==> src/rtl/dec139_scan_pkg.sv <==
// Shared types and constants for the dual 2-to-4 demux scan driver.
package dec139_scan_pkg;

  localparam int unsigned NUM_CH   = 8;
  localparam int unsigned CH_W     = 3;
  localparam int unsigned HALF_BIT = 2;
  localparam int unsigned BLANK_W  = 4;

  typedef enum logic [1:0] {
    IDLE   = 2'd0,
    BLANK  = 2'd1,
    ACTIVE = 2'd2
  } state_t;

  // Channels 4-7 live on half B of the demux.
  function automatic logic is_half_b(input logic [CH_W-1:0] ch);
    return ch[HALF_BIT];
  endfunction

endpackage

==> src/rtl/dec139_next_ch.sv <==
// Combinational channel finder: next-higher set mask bit above cur, and lowest set bit.
module dec139_next_ch
  import dec139_scan_pkg::*;
(
  input  logic [NUM_CH-1:0] mask,
  input  logic [CH_W-1:0]   cur,
  output logic [CH_W-1:0]   next,
  output logic              found,
  output logic [CH_W-1:0]   first
);

  // Scan high to low so the last hit is the lowest qualifying bit.
  always_comb begin
    next  = '0;
    found = 1'b0;
    first = '0;
    for (int i = NUM_CH - 1; i >= 0; i--) begin
      if (mask[i]) begin
        first = CH_W'(i);
        if (CH_W'(i) > cur) begin
          next  = CH_W'(i);
          found = 1'b1;
        end
      end
    end
  end

endmodule

==> src/rtl/dec139_scan_driver.sv <==
// Scan driver for a dual 2-to-4 demux: blanked, dwell-timed strobing of 8 channels.
// Optional DEC139_SCAN_HOLD_EN adds a hold input that freezes an in-progress scan.
module dec139_scan_driver
  import dec139_scan_pkg::*;
#(
  parameter int unsigned DWELL_W   = 8,
  parameter int unsigned BLANK_CYC = 1
) (
  input  logic               clk,
  input  logic               rst,
  input  logic               start,
  input  logic               stop,
  input  logic               continuous,
  input  logic [DWELL_W-1:0] dwell,
  input  logic [NUM_CH-1:0]  ch_mask,
`ifdef DEC139_SCAN_HOLD_EN
  input  logic               hold,
`endif
  output logic [1:0]         sel_a,
  output logic               en_a_n,
  output logic [1:0]         sel_b,
  output logic               en_b_n,
  output logic [CH_W-1:0]    chan,
  output logic               busy,
  output logic               frame_done
);

  state_t               state;
  logic [DWELL_W-1:0]   dwell_q;
  logic [DWELL_W-1:0]   dwell_cnt;
  logic [BLANK_W-1:0]   blank_cnt;
  logic [NUM_CH-1:0]    mask_q;
  logic                 cont_q;
  logic                 hold_act;

  logic [NUM_CH-1:0]    mask_sel;
  logic [CH_W-1:0]      ch_next;
  logic                 ch_found;
  logic [CH_W-1:0]      ch_first;

`ifdef DEC139_SCAN_HOLD_EN
  assign hold_act = hold;
`else
  assign hold_act = 1'b0;
`endif

  // In IDLE the finder looks at the incoming mask so the first channel is ready at start.
  assign mask_sel = (state == IDLE) ? ch_mask : mask_q;

  dec139_next_ch u_next_ch (
    .mask  (mask_sel),
    .cur   (chan),
    .next  (ch_next),
    .found (ch_found),
    .first (ch_first)
  );

  always_ff @(posedge clk) begin
    if (rst) begin
      state      <= IDLE;
      en_a_n     <= 1'b1;
      en_b_n     <= 1'b1;
      sel_a      <= '0;
      sel_b      <= '0;
      chan       <= '0;
      busy       <= 1'b0;
      frame_done <= 1'b0;
      dwell_q    <= '0;
      dwell_cnt  <= '0;
      blank_cnt  <= '0;
      mask_q     <= '0;
      cont_q     <= 1'b0;
    end else if (stop) begin
      state      <= IDLE;
      en_a_n     <= 1'b1;
      en_b_n     <= 1'b1;
      busy       <= 1'b0;
      frame_done <= 1'b0;
    end else if (hold_act && (state != IDLE)) begin
      // Frozen: every register keeps its value.
      state <= state;
    end else begin
      frame_done <= 1'b0;
      case (state)
        IDLE: begin
          if (start) begin
            if (ch_mask != '0) begin
              mask_q    <= ch_mask;
              cont_q    <= continuous;
              dwell_q   <= (dwell == '0) ? DWELL_W'(1) : dwell;
              chan      <= ch_first;
              if (is_half_b(ch_first)) sel_b <= ch_first[1:0];
              else                     sel_a <= ch_first[1:0];
              blank_cnt <= BLANK_W'(BLANK_CYC);
              busy      <= 1'b1;
              state     <= BLANK;
            end else begin
              frame_done <= 1'b1;
            end
          end
        end

        BLANK: begin
          if (blank_cnt <= BLANK_W'(1)) begin
            dwell_cnt <= dwell_q;
            if (is_half_b(chan)) en_b_n <= 1'b0;
            else                 en_a_n <= 1'b0;
            state <= ACTIVE;
          end else begin
            blank_cnt <= blank_cnt - BLANK_W'(1);
          end
        end

        ACTIVE: begin
          if (dwell_cnt <= DWELL_W'(1)) begin
            en_a_n <= 1'b1;
            en_b_n <= 1'b1;
            if (ch_found) begin
              chan      <= ch_next;
              if (is_half_b(ch_next)) sel_b <= ch_next[1:0];
              else                    sel_a <= ch_next[1:0];
              blank_cnt <= BLANK_W'(BLANK_CYC);
              state     <= BLANK;
            end else begin
              frame_done <= 1'b1;
              if (cont_q) begin
                chan      <= ch_first;
                if (is_half_b(ch_first)) sel_b <= ch_first[1:0];
                else                     sel_a <= ch_first[1:0];
                blank_cnt <= BLANK_W'(BLANK_CYC);
                state     <= BLANK;
              end else begin
                busy  <= 1'b0;
                state <= IDLE;
              end
            end
          end else begin
            dwell_cnt <= dwell_cnt - DWELL_W'(1);
          end
        end

        default: begin
          en_a_n <= 1'b1;
          en_b_n <= 1'b1;
          busy   <= 1'b0;
          state  <= IDLE;
        end
      endcase
    end
  end

endmodule

==> config.mk <==
export PLATFORM = sky130hd
export DESIGN_NAME = dec139_scan_driver
export DESIGN_NICKNAME = d
export VERILOG_FILES = /design/src/rtl/dec139_scan_pkg.sv /design/src/rtl/dec139_next_ch.sv /design/src/rtl/dec139_scan_driver.sv
export SDC_FILE = /design/constraint.sdc
export NUM_CORES = 1
export LEC_CHECK = 0
export ABC_AREA = 0
export CAP_MARGIN = 10
export CELL_PAD_IN_SITES_DETAIL_PLACEMENT = 0
export CELL_PAD_IN_SITES_GLOBAL_PLACEMENT = 2
export CORE_MARGIN = 3
export CORE_UTILIZATION = 34
export DETAILED_ROUTE_END_ITERATION = 10
export HOLD_SLACK_MARGIN = 0.05
export PLACE_DENSITY = 0.8
export REMOVE_ABC_BUFFERS = 1
export SYNTH_ARGS = -nofsm -noshare
export SYNTH_HDL_FRONTEND = slang
export SYNTH_SLANG_ARGS = --single-unit
==> constraint.sdc <==
create_clock -name clk -period 4.27 [get_ports clk]
set_input_delay 0.854 -clock clk [delete_from_list [all_inputs] [get_ports clk]]
set_output_delay 0.854 -clock clk [all_outputs]
set_load 0.01 [all_outputs]
# Word level (Yosys, flattened, before mapping)
# Index checks and enable logic that the tools add are counted.
[classes]
n_addsub = 2
n_lt_le_gt_ge = 10
n_eq_ne = 15
n_mux = 99
n_bitwise = 3
n_reduce_logical = 17
[ops]
columns = ["cell", "count"]
rows = [
  ["two-way mux 3 bit", 29],
  ["two-way mux 2 bit", 18],
  ["two-way mux 1 bit", 32],
  ["two-way mux 8 bit", 4],
  ["two-way mux 4 bit", 6],
  ["AND reduction 7 bit", 3],
  ["AND reduction 4 bit", 5],
  ["inequality test 2 bit (second input constant)", 9],
  ["case mux 8 bit (2 select lines)", 1],
  ["> comparator 3 bit (first input constant)", 4],
  ["case mux 4 bit (3 select lines)", 1],
  ["AND reduction 6 bit", 2],
  ["inequality test 3 bit (second input constant)", 3],
  ["case mux 1 bit (3 select lines)", 3],
  ["less-or-equal comparator 8 x 1 -> 1 bit (second input constant)", 1],
  ["logical NOT 8 bit", 1],
  ["case mux 2 bit (2 select lines)", 2],
  ["nonzero test 8 bit", 1],
  ["subtractor 8 x 1 -> 8 bit (second input constant)", 1],
  ["> comparator 1 x 3 -> 1 bit (first input constant)", 2],
  ["> comparator 2 x 3 -> 1 bit (first input constant)", 2],
  ["case mux 2 bit (3 select lines)", 1],
  ["case mux 3 bit (2 select lines)", 1],
  ["less-or-equal comparator 4 x 1 -> 1 bit (second input constant)", 1],
  ["other kinds (10)", 13],
]
[word_totals]
ff_bits = 42
input_bits = 21
out_inout_bits = 11

# Longest topological paths before layout
[logic_depth]
depth_word = 21
mapped_depth = 10
depth_no_buf = 8

# Cells and area by module
# From an unflattened synthesis, not the netlist that was laid out.
[hier_totals]
cells_unflattened = 312
area_unflattened_um2 = 2396.0
[by_module_without_submodules]
columns = ["mod", "n_inst", "cells_per_inst", "area_per_inst_um2", "seq_area_each_um2"]
rows = [
  ["dec139_scan_driver", 1, 274, 2175.8, 840.8],
  ["dec139_next_ch", 1, 38, 220.2, 0.0],
]

# Least setup slack after synthesis
# Ideal clock, no wire load.
[synth_path]
kind = "in2reg"
startpoint = "input ch_mask[1]"
endpoint = "register sel_b[0]"
arrival_time_ns = 2.494
slack_ns = 1.672
stages = 6
path_buffers = 1
path_cell_list = "or3b_1 -> a2111o_1 -> a41o_1 -> buf_6 -> and3b_1 -> a2111oi_2"
[synth_via]
elab_chain_len = 8
[synth_lines]
columns = ["item", "line", "rtl"]
rows = [
  ["start: declaration", "dec139_scan_driver.sv:15", "input logic [NUM_CH-1:0] ch_mask,"],
  ["two-way mux 8 bit", "dec139_scan_driver.sv:48", "assign mask_sel = (state == IDLE) ? ch_mask : mask_q;"],
  ["two-way mux 3 bit", "dec139_next_ch.sv:18", "if (mask[i]) begin"],
  ["two-way mux 3 bit, on equally long branches", "dec139_next_ch.sv:18, dec139_next_ch.sv:20", ""],
  ["two-way mux 2 bit / two-way mux 3 bit (equally long branches)", "dec139_scan_driver.sv:92, dec139_scan_driver.sv:128, dec139_next_ch.sv:18", ""],
  ["two-way mux 2 bit, on equally long branches", "dec139_scan_driver.sv:126, dec139_scan_driver.sv:120", ""],
  ["two-way mux 2 bit", "dec139_scan_driver.sv:118", "if (ch_found) begin"],
  ["two-way mux 2 bit", "dec139_scan_driver.sv:115", "if (dwell_cnt <= DWELL_W'(1)) begin"],
  ["case mux 2 bit (2 select lines)", "dec139_scan_driver.sv:84", "case (state)"],
  ["end signal: assignment", "dec139_scan_driver.sv:92", "if (is_half_b(ch_first)) sel_b <= ch_first[1:0];"],
  ["end signal: assignment", "dec139_scan_driver.sv:120", "if (is_half_b(ch_next)) sel_b <= ch_next[1:0];"],
  ["end signal: assignment", "dec139_scan_driver.sv:128", "if (is_half_b(ch_first)) sel_b <= ch_first[1:0];"],
  ["end: declaration", "dec139_scan_driver.sv:21", "output logic [1:0] sel_b,"],
]
# Parallel ways exist; a longest one is shown, timed or not. The select of a mux whose other input is x is not followed.
# A chain may end at the register's enable or synchronous reset.

# Worst setup path in the final report
[layout_path]
startpoint = "input ch_mask[3]"
endpoint = "register sel_a[0]"
[layout_via]
elab_chain_len = 12
[layout_lines]
columns = ["item", "line", "rtl"]
rows = [
  ["two-way mux 8 bit", "dec139_scan_driver.sv:48", ""],
  ["two-way mux 3 bit", "dec139_next_ch.sv:18", ""],
  ["two-way mux 3 bit", "dec139_next_ch.sv:20", "if (CH_W'(i) > cur) begin"],
  ["two-way mux 3 bit", "dec139_next_ch.sv:18", ""],
  ["two-way mux 3 bit", "dec139_next_ch.sv:20", ""],
  ["two-way mux 3 bit", "dec139_next_ch.sv:18", ""],
  ["two-way mux 3 bit", "dec139_next_ch.sv:20", ""],
  ["two-way mux 3 bit", "dec139_next_ch.sv:18", ""],
  ["two-way mux 2 bit", "dec139_scan_driver.sv:120", ""],
  ["two-way mux 2 bit", "dec139_scan_driver.sv:118", ""],
  ["two-way mux 2 bit", "dec139_scan_driver.sv:115", ""],
  ["case mux 2 bit (2 select lines)", "dec139_scan_driver.sv:84", ""],
  ["end signal: assignment", "dec139_scan_driver.sv:93", "else sel_a <= ch_first[1:0];"],
  ["end signal: assignment", "dec139_scan_driver.sv:121", "else sel_a <= ch_next[1:0];"],
  ["end signal: assignment", "dec139_scan_driver.sv:129", "else sel_a <= ch_first[1:0];"],
  ["end: declaration", "dec139_scan_driver.sv:19", "output logic [1:0] sel_a,"],
]
# Parallel ways exist; a longest one is shown, timed or not. The select of a mux whose other input is x is not followed.

==> metrics.md <==
| Metric | Value |
|---|---|
| DR iter-0 viols | `151` |
| Setup-failing EPs final | `0` |
| Hold WC Path Type | `reg2reg` |
| Area of the core | `0.00698 mm²` |
| Sequential fraction of the synthesis area | `33.5%` |
| Row count | `30` |
| Static leakage | `1.02 nW` |
| Vias after detailed routing | `2520` |
| Clock transition at path regs | `0.08 ns` |
| Hold Crit Start | `dwell_q[4]` |
| FF-to-FF Start | `state[1]` |
| Initial antenna violation count | `0` |
| First-pass GRT wire length | `12000 µm` |
| Synth Instances | `329` |
| IO Count | `32` |
| TritonCTS clock tree | `done` |
| Worst path max stage delay | `0.54 ns` |
| Fin. max-slew vios | `0` |
| Period utilization | `70.9%` |
| Critical Path RT | `4.47 ns` |
| Family with the most delay on the worst path | `compound AO/OA/AOI/OAI gates` |
| Antenna cells | `0` |
| Worst-Margin Slew | `0.866 ns` |
| Die Height | `91.9 µm` |
| Clock share of power | `30.8%` |
| WHS Endpoint | `dwell_q[4]` |
| Sequential share of power | `48.7%` |
| Post-synth EDFFs | `0` |
| Avg Inst Size Synth | `7.63 µm²` |
| Cell Area, Synth | `0.00251 mm²` |
| Layout Nets | `378` |
| Worst skew pair latency | `0.30 ns` |
| H-tree Lvls | `2` |
| Pwr dens | `298 mW/mm²` |
| Worst R2R End | `sel_a[0]` |
| NetSw | `0.000269 W` |
| TNS Setup | `0 ns` |
| Seq cells post-synth | `42` |
| Met3 usage | `4.02%` |
| Type of origin of the critical path | `input port` |
| Worst R2R Path Depth | `6` |
| Full die area | `0.00845 mm²` |
| Status | `finished, final reports clean` |
| Global Route met1 Usage | `25.7%` |
| Worst endpoint data arrival time | `3.23 ns` |
| Ys Warns | `0` |
| Drt via density | `5.60` |
| Clock period minus worst slack | `3.03 ns` |
| Critical path class | `in2reg` |
| Combinational power share | `20.5%` |
| Max IR drop VDD | `0.158 mV` |
| Routed WL | `7340 µm` |
| Layout area overhead | `18.5%` |
| Total GRT Usage | `17.9%` |
| Die width | `91.9 µm` |
| Sw Ratio | `30.3%` |
| Reg2Reg Setup Slack | `1.34 ns` |
| Fmax achieved | `330 MHz` |
| GR Layer Usage met2 | `26.8%` |
| Fin. Hold Viols | `0` |
| # hold bufs at CTS | `0` |
| First-pass iteration count of the detailed router | `4` |
| Commonest non-fill, non-tap cell in the layout | `nand2_1` |
| Slowest cell on crit path | `clkdlybuf4s50_1` |
| CP Cell Sequence | `clkdlybuf4s50_1 > or3b_2 > a221o_1 > a41o_1 > mux2_2 > o221a_2` |
| Routability cong. | `0.874` |
| Starting Density | `35.9%` |
| DR WL/cell | `16.3 µm` |
| Number of gates resized after CTS | `0` |
| CP bufs+invs | `1` |
| Hold Path Depth | `2` |
| Internal power | `0.000619 W` |
| Max Buffers Root-to-Sink | `2` |
| # DRC | `0` |
| Largest net degree at the start of global routing | `26` |
| Total gr overflow | `0` |
| Worst Skew | `0.00787 ns` |
| Root Buffer Master | `clkbuf_8` |
| Total power draw | `0.000888 W` |
| Crit-path max FO | `11` |
| Slew headroom | `42.1%` |
| Predominant post-synthesis flop cell | `dfxtp_1` |
| Max-cap violations | `0` |
| Vias in the first global route | `2306` |
| Post-route ant nets | `0` |
| Layout cells sized above 1 | `6.78%` |
| CTS buffer count | `5` |
| Synth unique cells | `63` |
| Commonest non-fill, non-tap cells in the layout | `49 x nand2_1, 42 x dfxtp_1, 31 x clkdlybuf4s50_1` |
| Half-perimeter wire length after placement | `5520 µm` |
| GR peak layer | `met2` |
| RSZ-0062 raised after global routing | `false` |
| CTS sink cnt | `42` |
| FFs w/ async S/R, synth | `0%` |
| Post-CTS Setup Bufs | `0` |
| Port Buffer Count | `31` |
| CP Capture Type | `flip-flop` |
-- power by group through the flow --
| stage | registers (W) | logic (W) | clock network [W] |
|---|---|---|---|
| floorplan | 0.000437 | 0.000105 | 0 |
| global placement | 0.000442 | 0.000181 | 0 |
| detailed placement | 0.000442 | 0.000181 | 0 |
| CTS | 0.000433 | 0.000182 | 0.000289 |
| global route | 0.000436 | 0.000202 | 0.000303 |
| finish | 0.000433 | 0.000182 | 0.000274 |
-- worst max-delay path by stage --
stage | startpoint | endpoint | slack, ns | cells past startpoint
6_report | ch_mask[3] | sel_a[0] | 1.24 | 6
5_1_grt | stop | chan[1] | 1.11 | 7
4_1_cts | ch_mask[3] | sel_a[0] | 1.26 | 6
3_5_place_dp | ch_mask[3] | sel_a[0] | 0.93 | 6
3_3_place_gp | ch_mask[7] | sel_a[0] | 0.95 | 7
2_1_floorplan | ch_mask[0] | sel_a[0] | 1.49 | 6
-- sequential cells by signal (all words and copies together) (netlist names) --
| name | cells |
|---|---|
| sel_b | 2 |
| frame_done | 1 |
| cont_q | 1 |
| blank_cnt | 4 |
| dwell_cnt | 8 |
| chan | 3 |
| mask_q | 8 |
| en_b_n | 1 |
| dwell_q | 8 |
| sel_a | 2 |
| busy | 1 |
| en_a_n | 1 |
| state | 2 |
-- routing by layer --
layer | vias to the layer above | share of wire, %
met2 | 52 | 43
li1 | 1278 | -
met1 | 1179 | 50
met4 | 0 | 1.3
met5 | - | 0
met3 | 11 | 4.9
-- stage by stage --
stage	instance area [µm²]	instances	hold WS [ns]	util, %	worst slack, ns
after floorplan	2420	311	0.426	-	1.49
after global placement	2880	442	0.443	41.3	0.948
after detailed placement	2880	442	0.448	41.3	0.933
after CTS	2980	450	0.460	42.6	1.26
after global routing	2980	450	0.480	42.6	1.11
final	2980	450	0.455	42.6	1.24
-- cells by family (layout without fill, tap and decap cells) --
kind of cell / count (synthesis) / after routing / synth area share (%)
compound gates: 113 / 113 / 30.1
fa+ha+maj: 4 / 4 / 1.99
simple gates: 139 / 139 / 28.1
buf+inv: 28 / 53 / 5.09
mux: 3 / 3 / 1.25
flops: 42 / 42 / 33.5
-- cells in the mapped netlist, types with 2 or more instances --
cell	count	area share, %
a22o_1	2	0.70
mux2i_1	2	0.80
or2_2	3	0.75
a21boi_0	2	0.60
or3_1	5	1.2
nand4_1	5	1.2
nor2_1	23	3.4
nor3_1	13	2.6
a221oi_1	2	0.70
a31oi_1	4	1.0
o31ai_1	4	1.2
buf_6	2	0.90
nand3_1	9	1.8
nor4_1	2	0.50
buf_2	3	0.60
nor2b_1	8	2.0
nand2_1	49	7.3
ha_1	4	2.0
or4_1	5	1.5
buf_1	2	0.30
a311oi_1	2	0.70
nor3b_1	3	0.90
o22ai_1	3	0.75
or3b_2	2	0.70
o211ai_1	5	1.5
o21a_1	4	1.2
o211a_1	2	0.80
o21ai_0	25	5.0
inv_1	10	1.5
a22oi_1	5	1.5
a21oi_1	29	5.8
clkbuf_1	10	1.5
a211oi_1	7	2.1
dfxtp_1	42	33
and2_1	3	0.75
-- area by class of cell --
| cell class | instances | area [µm²] |
|---|---|---|
| clock inverters | 2 | 12.5 |
| multi-input cells | 259 | 1540 |
| flip-flops and latches | 42 | 841 |
| inverters | 10 | 37.5 |
| clock buffers | 6 | 82.6 |
| fillers | 768 | 4010 |
| well taps | 96 | 120 |
| repair buffers | 35 | 340 |
-- worst reg2reg max path, cell delays in order, from the launching register on --
cell and delay [ns]:
dfxtp_1 0.87, nor2_2 0.26, o211ai_1 0.35, and4_1 0.31, a41o_1 0.41, mux2_2 0.39, o221a_2 0.26
Power figures use the tool's default switching activity.
